**config.mk**
```make
export PLATFORM = sky130hd
export DESIGN_NAME = crc_byte_sequencer
export DESIGN_NICKNAME = d
export VERILOG_FILES = /design/src/rtl/crc_byte_sequencer.sv
export SDC_FILE = /design/constraint.sdc
export NUM_CORES = 1
export LEC_CHECK = 0
export CAP_MARGIN = 10
export CELL_PAD_IN_SITES_DETAIL_PLACEMENT = 0
export CELL_PAD_IN_SITES_GLOBAL_PLACEMENT = 1
export CORE_UTILIZATION = 25
export CTS_BUF_LIST = sky130_fd_sc_hd__clkbuf_4 sky130_fd_sc_hd__clkbuf_8 sky130_fd_sc_hd__clkbuf_16
export DETAILED_ROUTE_END_ITERATION = 10
export PLACE_DENSITY_LB_ADDON = 0.1
export REMOVE_ABC_BUFFERS = 1
export SYNTH_ARGS = -nofsm -noshare
export SYNTH_HDL_FRONTEND = slang
export SYNTH_SLANG_ARGS = --single-unit
```
**constraint.sdc**
```tcl
create_clock -name clk -period 3.2 [get_ports clk]
set_input_delay 0.96 -clock clk [delete_from_list [all_inputs] [get_ports clk]]
set_output_delay 0.96 -clock clk [all_outputs]
set_load 0.05 [all_outputs]
```
**src/rtl/crc_byte_sequencer.sv**
```systemverilog
// Buffers 32-bit words and feeds them LSB-first, one byte per cycle, to a CRC32 engine with init/finish strobes.
// Word-to-byte latency is one cycle (no bypass); eng_ready low stalls the byte stream, and a full FIFO drops wr_ready.
module crc_byte_sequencer #(
    parameter int DEPTH = 4,
    parameter int LEN_W = 16
) (
    input  logic             clk,
    input  logic             rst_n,
    input  logic             start,
    input  logic [LEN_W-1:0] len,
    input  logic             abort,
    input  logic             wr_valid,
    input  logic [31:0]      wr_data,
    output logic             wr_ready,
    output logic             eng_init,
    output logic             eng_valid,
    output logic [7:0]       eng_byte,
    input  logic             eng_ready,
    output logic             eng_finish,
    input  logic             eng_done,
    output logic             busy,
    output logic [LEN_W-1:0] bytes_left,
    output logic             irq,
    input  logic             irq_clr,
    output logic             err
);
    localparam int AW = $clog2(DEPTH);

    localparam logic [2:0] S_IDLE      = 3'd0;
    localparam logic [2:0] S_INIT      = 3'd1;
    localparam logic [2:0] S_STREAM    = 3'd2;
    localparam logic [2:0] S_FINISH    = 3'd3;
    localparam logic [2:0] S_WAIT_DONE = 3'd4;

    logic [2:0]       state_q, state_d;
    logic [LEN_W-1:0] bytes_left_q, bytes_left_d;
    logic [LEN_W:0]   words_left_q, words_left_d;
    logic [1:0]       idx_q, idx_d;
    logic [AW:0]      wr_ptr_q, wr_ptr_d;
    logic [AW:0]      rd_ptr_q, rd_ptr_d;
    logic             irq_q, irq_d;
    logic             err_q, err_d;
    logic [31:0]      mem_q [DEPTH];
    logic [31:0]      mem_d [DEPTH];

    logic        fifo_empty;
    logic        fifo_full;
    logic [31:0] head;
    logic        push;
    logic        hs;
    logic        last_in_word;
    logic        pop;

    assign fifo_empty = (wr_ptr_q == rd_ptr_q);
    assign fifo_full  = (wr_ptr_q[AW] != rd_ptr_q[AW]) &&
                        (wr_ptr_q[AW-1:0] == rd_ptr_q[AW-1:0]);
    assign head       = mem_q[rd_ptr_q[AW-1:0]];

    // words_left gates writes so the FIFO never holds more words than the message needs
    assign wr_ready   = ((state_q == S_INIT) || (state_q == S_STREAM)) &&
                        !fifo_full && (words_left_q != '0);
    assign eng_valid  = (state_q == S_STREAM) && !fifo_empty;
    assign eng_byte   = eng_valid ? head[{idx_q, 3'b000} +: 8] : 8'h00;
    assign eng_init   = (state_q == S_INIT);
    assign eng_finish = (state_q == S_FINISH);
    assign busy       = (state_q != S_IDLE);
    assign bytes_left = bytes_left_q;
    assign irq        = irq_q;
    assign err        = err_q;

    assign push         = wr_valid && wr_ready;
    assign hs           = eng_valid && eng_ready;
    assign last_in_word = (idx_q == 2'd3) || (bytes_left_q == LEN_W'(1));
    assign pop          = hs && last_in_word;

    always_comb begin
        state_d      = state_q;
        bytes_left_d = bytes_left_q;
        words_left_d = words_left_q;
        idx_d        = idx_q;
        wr_ptr_d     = wr_ptr_q;
        rd_ptr_d     = rd_ptr_q;
        irq_d        = irq_q;
        err_d        = err_q;
        for (int i = 0; i < DEPTH; i++) begin
            mem_d[i] = mem_q[i];
        end

        if (push) begin
            mem_d[wr_ptr_q[AW-1:0]] = wr_data;
            wr_ptr_d     = wr_ptr_q + (AW+1)'(1);
            words_left_d = words_left_q - (LEN_W+1)'(1);
        end
        if (pop) begin
            rd_ptr_d = rd_ptr_q + (AW+1)'(1);
        end
        if (hs) begin
            bytes_left_d = bytes_left_q - LEN_W'(1);
            idx_d        = last_in_word ? 2'd0 : idx_q + 2'd1;
        end

        case (state_q)
            S_IDLE: begin
                if (start) begin
                    bytes_left_d = len;
                    words_left_d = ({1'b0, len} + (LEN_W+1)'(3)) >> 2;
                    state_d      = S_INIT;
                    err_d        = 1'b0;
                end
            end
            S_INIT:      state_d = (bytes_left_q != '0) ? S_STREAM : S_FINISH;
            S_STREAM:    if (hs && (bytes_left_q == LEN_W'(1))) state_d = S_FINISH;
            S_FINISH:    state_d = S_WAIT_DONE;
            S_WAIT_DONE: if (eng_done) state_d = S_IDLE;
            default:     state_d = S_IDLE;
        endcase

        if (wr_valid && !wr_ready) begin
            err_d = 1'b1;
        end

        // set beats clear when both land in the same cycle
        if (irq_clr) begin
            irq_d = 1'b0;
        end
        if ((state_q == S_WAIT_DONE) && eng_done && !abort) begin
            irq_d = 1'b1;
        end

        if (abort) begin
            state_d      = S_IDLE;
            bytes_left_d = '0;
            words_left_d = '0;
            idx_d        = 2'd0;
            wr_ptr_d     = '0;
            rd_ptr_d     = '0;
        end
    end

    always_ff @(posedge clk) begin
        if (!rst_n) begin
            state_q      <= S_IDLE;
            bytes_left_q <= '0;
            words_left_q <= '0;
            idx_q        <= 2'd0;
            wr_ptr_q     <= '0;
            rd_ptr_q     <= '0;
            irq_q        <= 1'b0;
            err_q        <= 1'b0;
        end else begin
            state_q      <= state_d;
            bytes_left_q <= bytes_left_d;
            words_left_q <= words_left_d;
            idx_q        <= idx_d;
            wr_ptr_q     <= wr_ptr_d;
            rd_ptr_q     <= rd_ptr_d;
            irq_q        <= irq_d;
            err_q        <= err_d;
        end
    end

    always_ff @(posedge clk) begin
        mem_q <= mem_d;
    end

endmodule
```
[Yosys cells after proc, flatten, opt, wreduce, memory -nomap -nowiden]
Index checks and enable logic that the tools add are counted.
Operators by class
  add/sub/neg operators: 6
  magnitude comparators: 3
  equal/unequal tests: 12
  shift operators: 1
  mux-type cells: 24
  bitwise gates (word level): 3
  reduce and logical (&&, ||, !) cells: 28
Operators with widths (number)
  $bwmux 128: 1
  $mux 32: 3
  $bmux 32 s2: 1
  $demux 32 s2: 1
  $mux 17: 3
  $mux 16: 3
  $shiftx 32x6->8: 1
  $add 16x2->17 const B: 1
  $reduce_bool 17->1: 1
  $sub 17x1->17 const B: 1
  $eq 16x1->1 const B: 1
  $reduce_bool 16->1: 1
  $sub 16x1->16 const B: 1
  $pmux 3 s5: 1
  $logic_and 1x1->1: 12
  $mux 3: 3
  $mux 8: 1
  $add 3x1->3 const B: 2
  $eq 3x2->1 const B: 2
  $ge 3x3->1 const B: 2
  $mux 1: 6
  $not 2->3: 2
  $reduce_bool 2->1: 3
  $logic_not 1->1: 4
  other kinds (18): 20
Storage, ports and cells
  bits in registers: 174
  input port bits: 56
  output and inout bits: 31

[Longest topological paths before layout]
  word-level depth: 9
  mapped depth: 9
  gate-level depth less buffers: 8

[Worst setup path before layout]
OpenSTA, ideal clock, no wires.
  kind: register to output
  from: register rd_ptr_q[0]
  to: output port eng_byte[0]
  arrival: 2.063 ns
  data required time: 2.240 ns
  path slack: 0.177 ns
  cell stages (with the launch flop): 6
  buffers on the path: 2
  path through: dfxtp_1 buf_4 buf_2 mux4_2 mux4_2 nor2b_1
On the way
  word-level cells in the longest chain between the ends: 6
  elaborated cells between the ends (all ways): 9
  those cells by class: eq/ne (1); shift (1); mux (4); bitwise (1); reduce/logical (2)
Ends and longest elaborated chain
  start, declared: line 40  | logic [AW:0] rd_ptr_q, rd_ptr_d;
  start signal, assigned: line 156  | rd_ptr_q <= rd_ptr_d;
  $not 2->3 (not written as such): line 57  | assign head = mem_q[rd_ptr_q[AW-1:0]];
  $bmux 32 s2: line 57
  $mux 32 (not written as such) (2 in series): line 57
  $shiftx 32x6->8: line 63  | assign eng_byte = eng_valid ? head[{idx_q, 3'b000} +: 8] : 8'h00;
  $mux 8 (*): line 63
  end, declared: line 17  | output logic [7:0] eng_byte,
Mark *: on every way between the ends. The rest lies on a longest branch, timed or not. The select of a mux whose other input is x is not followed.

[Worst setup path in the final report]
  from: register rd_ptr_q[0]
  to: output port eng_byte[5]
The elaborated chain is that of the path after synthesis.

==> flow_summary.toml <==
[outcome]
status = "complete, but fails checks"
violations = "negative setup slack"

[timing]
setup_viol = 7
worst_pin_slew_ps = 549
min_period_ps = 3320
relSlewSlack = 0.633
fmax_ghz = 0.302
finalCritPeriodShare = 1.04
hold_viol = 0
fin_skew_ps = 24.1
final_max_slew_viol_count = 0
rsz0062_at_grt = "true"
setup_slack_ps = -117

[yosys]
synth_cells = 526
synth-main-ff-cell = "edfxtp_1"
synthTopCellsByArea = "edfxtp_1, dfxtp_1, mux4_2"
synth_simple_gate_area_frac = 0.101
seq_area_frac_synth = 0.616
synth-xor-area-share = 0.0613
avgSynthCellArea_um2 = 14.7
synth-edff-count = 128
syn-cell-area_mm2 = 0.00773
async_reset_ff_frac = 0
synthAdderAreaFrac = 0.0162
synthMuxAreaShare = 0.121
yosys_register_bits = 174
ys_types = 53
synth_top_area_frac = 0.497
synth_compound_area_frac = 0.0623
synth_top_family_by_area = "multiplexers"
yosysWarnings = 0
synth_top_area_cell = "edfxtp_1"

[global_route]
grt_pass1_vias = 5150
grt_max_degree = 34
grt_pass1_wl_mm = 30.2
antenna_found_initial = 0
grt_util_all_layers = 0.131
overflow = 0

[cells_and_area]
final_nets = 700
layout.core_utilization = 0.329
drive_above_1_share = 0.218
fillers = 2994
antennaDiodeCount = 0
area_delta_synth_final_pct = 29.9

[die]
rows = 64
core_area_mm2 = 0.0305
start_util = 0.253
die_w_um = 178
die-area_mm2 = 0.0316
die_h_um = 178
io_pins = 87

[cts]
cts_made_buffers = 17
cts_tree = "done"
root_buffer = "clkbuf_16"
cts_hold_buf = 0
htreeDepth = 4
cts.clk_slew.worst_paths_ps = 80
clk_latency_ps = 440
cts_buffer_depth = 2
clock-sinks = 174

[setup_path]
rr_worst_depth = 9
crit_buf_inv = 3
r2r_setup_slack_ps = 590
crit_family = "multiplexers"
worstSetupEndpointType = "output pin"
critPathKind = "reg2out"
crit_arrival_ps = 2360
path_cells = "buf_6 -> buf_12 -> mux4_2 -> mux4_2 -> nor2b_4 -> buf_6"
worstPathRequired_ps = 2240
path_depth = 6
cp-startpoint = "rd_ptr_q[0]"
critical_path.endpoint = "eng_byte[5]"
cpMaxStageDelayCell = "mux4_2"
timing.rr.start = "rd_ptr_q[0]"
cp_max_fo = 6
crit_path_start_kind = "flip-flop"
critPathMaxStageDelay_ps = 520
rr_endpoint = "mem_q[14]"

[worst_hold_path]
hp-class = "reg2reg"

[power]
leakagePower_nw = 3.27
vdd_drop_max_v = 0.000298
power_density_mw_per_mm2 = 504
total_power_mw = 5.06

[route]
drt-wirelength-per-cell_um = 18.8
ant_nets = 0
drtPass1Iterations = 4
drt_iter0_drc = 283
wl_mm = 19.6
drc = 0
via_per_inst = 4.55
vias = 4747

[flow_run]
drv_cap = 0

[placed_design]
place_congestion = 0.758
place_hpwl_mm = 13.1
portBuffers = 86
==> cell usage in the layout (no fill, tap or decap), types with 11 or more instances in the layout <==
cell	Yosys	routed
a21oi_1	31	31
and3_1	11	11
buf_4	2	19
clkbuf_16	0	17
clkdlybuf4s50_1	0	76
dfxtp_1	46	44
edfxtp_1	128	128
inv_1	11	11
mux4_2	40	40
nand2_1	26	26
nor2_1	26	26
o21ai_0	30	30
xnor2_1	26	26
xor2_1	20	20
==> cells by family (layout without fill, tap and decap cells) <==
group                    Yosys count  after routing
buffers and inverters             38            159
adder cells (fa/ha/maj)           10             10
XOR/XNOR                          49             49
AO/OA/AOI/OAI                     77             77
AND/OR/NAND/NOR                  135            135
flip-flops                       174            174
multiplexers                      43             43
==> registers in the layout, indices dropped and copies added (netlist names) <==
name / count
mem_q: 128
irq: 1
state_q: 3
err: 1
words_left_q: 17
idx_q: 2
wr_ptr_q: 3
rd_ptr_q: 3
bytes_left: 16
==> worst reg2reg max path: stages (launching register included) <==
cell and delay [ps]:
dfxtp_4 370, buf_4 140, buf_12 130, buf_4 150, xor2_4 270, o311ai_4 180
nor2_1 300, buf_4 250, and3_1 230, buf_12 260
==> through the flow <==
| step | setup TNS (ps) | hold slack [ps] | setup slack [ps] | cell area (um2) | std cells |
|---|---|---|---|---|---|
| final | -544 | 483 | -117 | 10000 | 1043 |
| after global routing | -1330 | 529 | -189 | 10000 | 1043 |
| after CTS | -1110 | 493 | -154 | 10100 | 1043 |
| after detailed placement | 0 | 477 | 289 | 9230 | 1005 |
| after global placement | 0 | 471 | 287 | 9230 | 1005 |
| after floorplan | -167580 | 502 | -1230 | 7600 | 499 |
==> area by class of cell <==
type,count,area [um2],area share
clock buffer,17,425,0.0424
clock inverter,15,201,0.0201
inverter,11,41.3,0.00411
multi-input combinational,314,2860,0.285
sequential,174,4770,0.475
tap,396,495,0.0493
timing repair buffer,116,1250,0.124
==> power by group <==
part / switching (mW) / leakage [nW] / total (mW) / internal (mW)
Clock: 1.08 / 0.301 / 2.16 / 1.08
Sequential: 0.0295 / 1.53 / 2.48 / 2.45
Combinational: 0.237 / 1.44 / 0.423 / 0.186
==> what timing repair did <==
item | in CTS | in global routing
pin swaps | 0 | 0
cloned | 2 | 0
endpoints found under the setup margin | 9 | 8
resized for setup | 30 | 4
buffers inserted | 4 | 2
==> cell usage after synthesis (3+ instances only) <==
| cell | n |
|---|---|
| edfxtp_1 | 128 |
| dfxtp_1 | 46 |
| mux4_2 | 40 |
| a21oi_1 | 31 |
| o21ai_0 | 30 |
| nand2_1 | 26 |
| nor2_1 | 26 |
| xnor2_1 | 26 |
| xor2_1 | 20 |
| clkbuf_1 | 14 |
| and3_1 | 11 |
| inv_1 | 11 |
| ha_1 | 10 |
| nand3_1 | 10 |
| nor2b_1 | 9 |
| nor3_1 | 9 |
| buf_2 | 8 |
| nand4_1 | 5 |
| nand4b_1 | 4 |
| nor3_2 | 4 |
| nor4_1 | 4 |
| a211oi_1 | 3 |
| nand2b_1 | 3 |
| nand3b_1 | 3 |
| nor3b_2 | 3 |
| or4_1 | 3 |
==> worst min-delay path by stage <==
stage                           startpoint               end  depth (start not counted)
after floorplan           words_left_q[16]  words_left_q[16]                          2
after global placement                 err               err                          2
after detailed placement               err               err                          2
after CTS                              err               err                          2
after global routing                   err               err                          2
final                                  err               err                          2
==> metal layers <==
layer  share of wire  track usage
met5               0            0
met4          0.0094       0.0363
met3           0.038       0.0272
met2            0.49        0.223
met1            0.46        0.166
(Power assumes the default switching activity.)
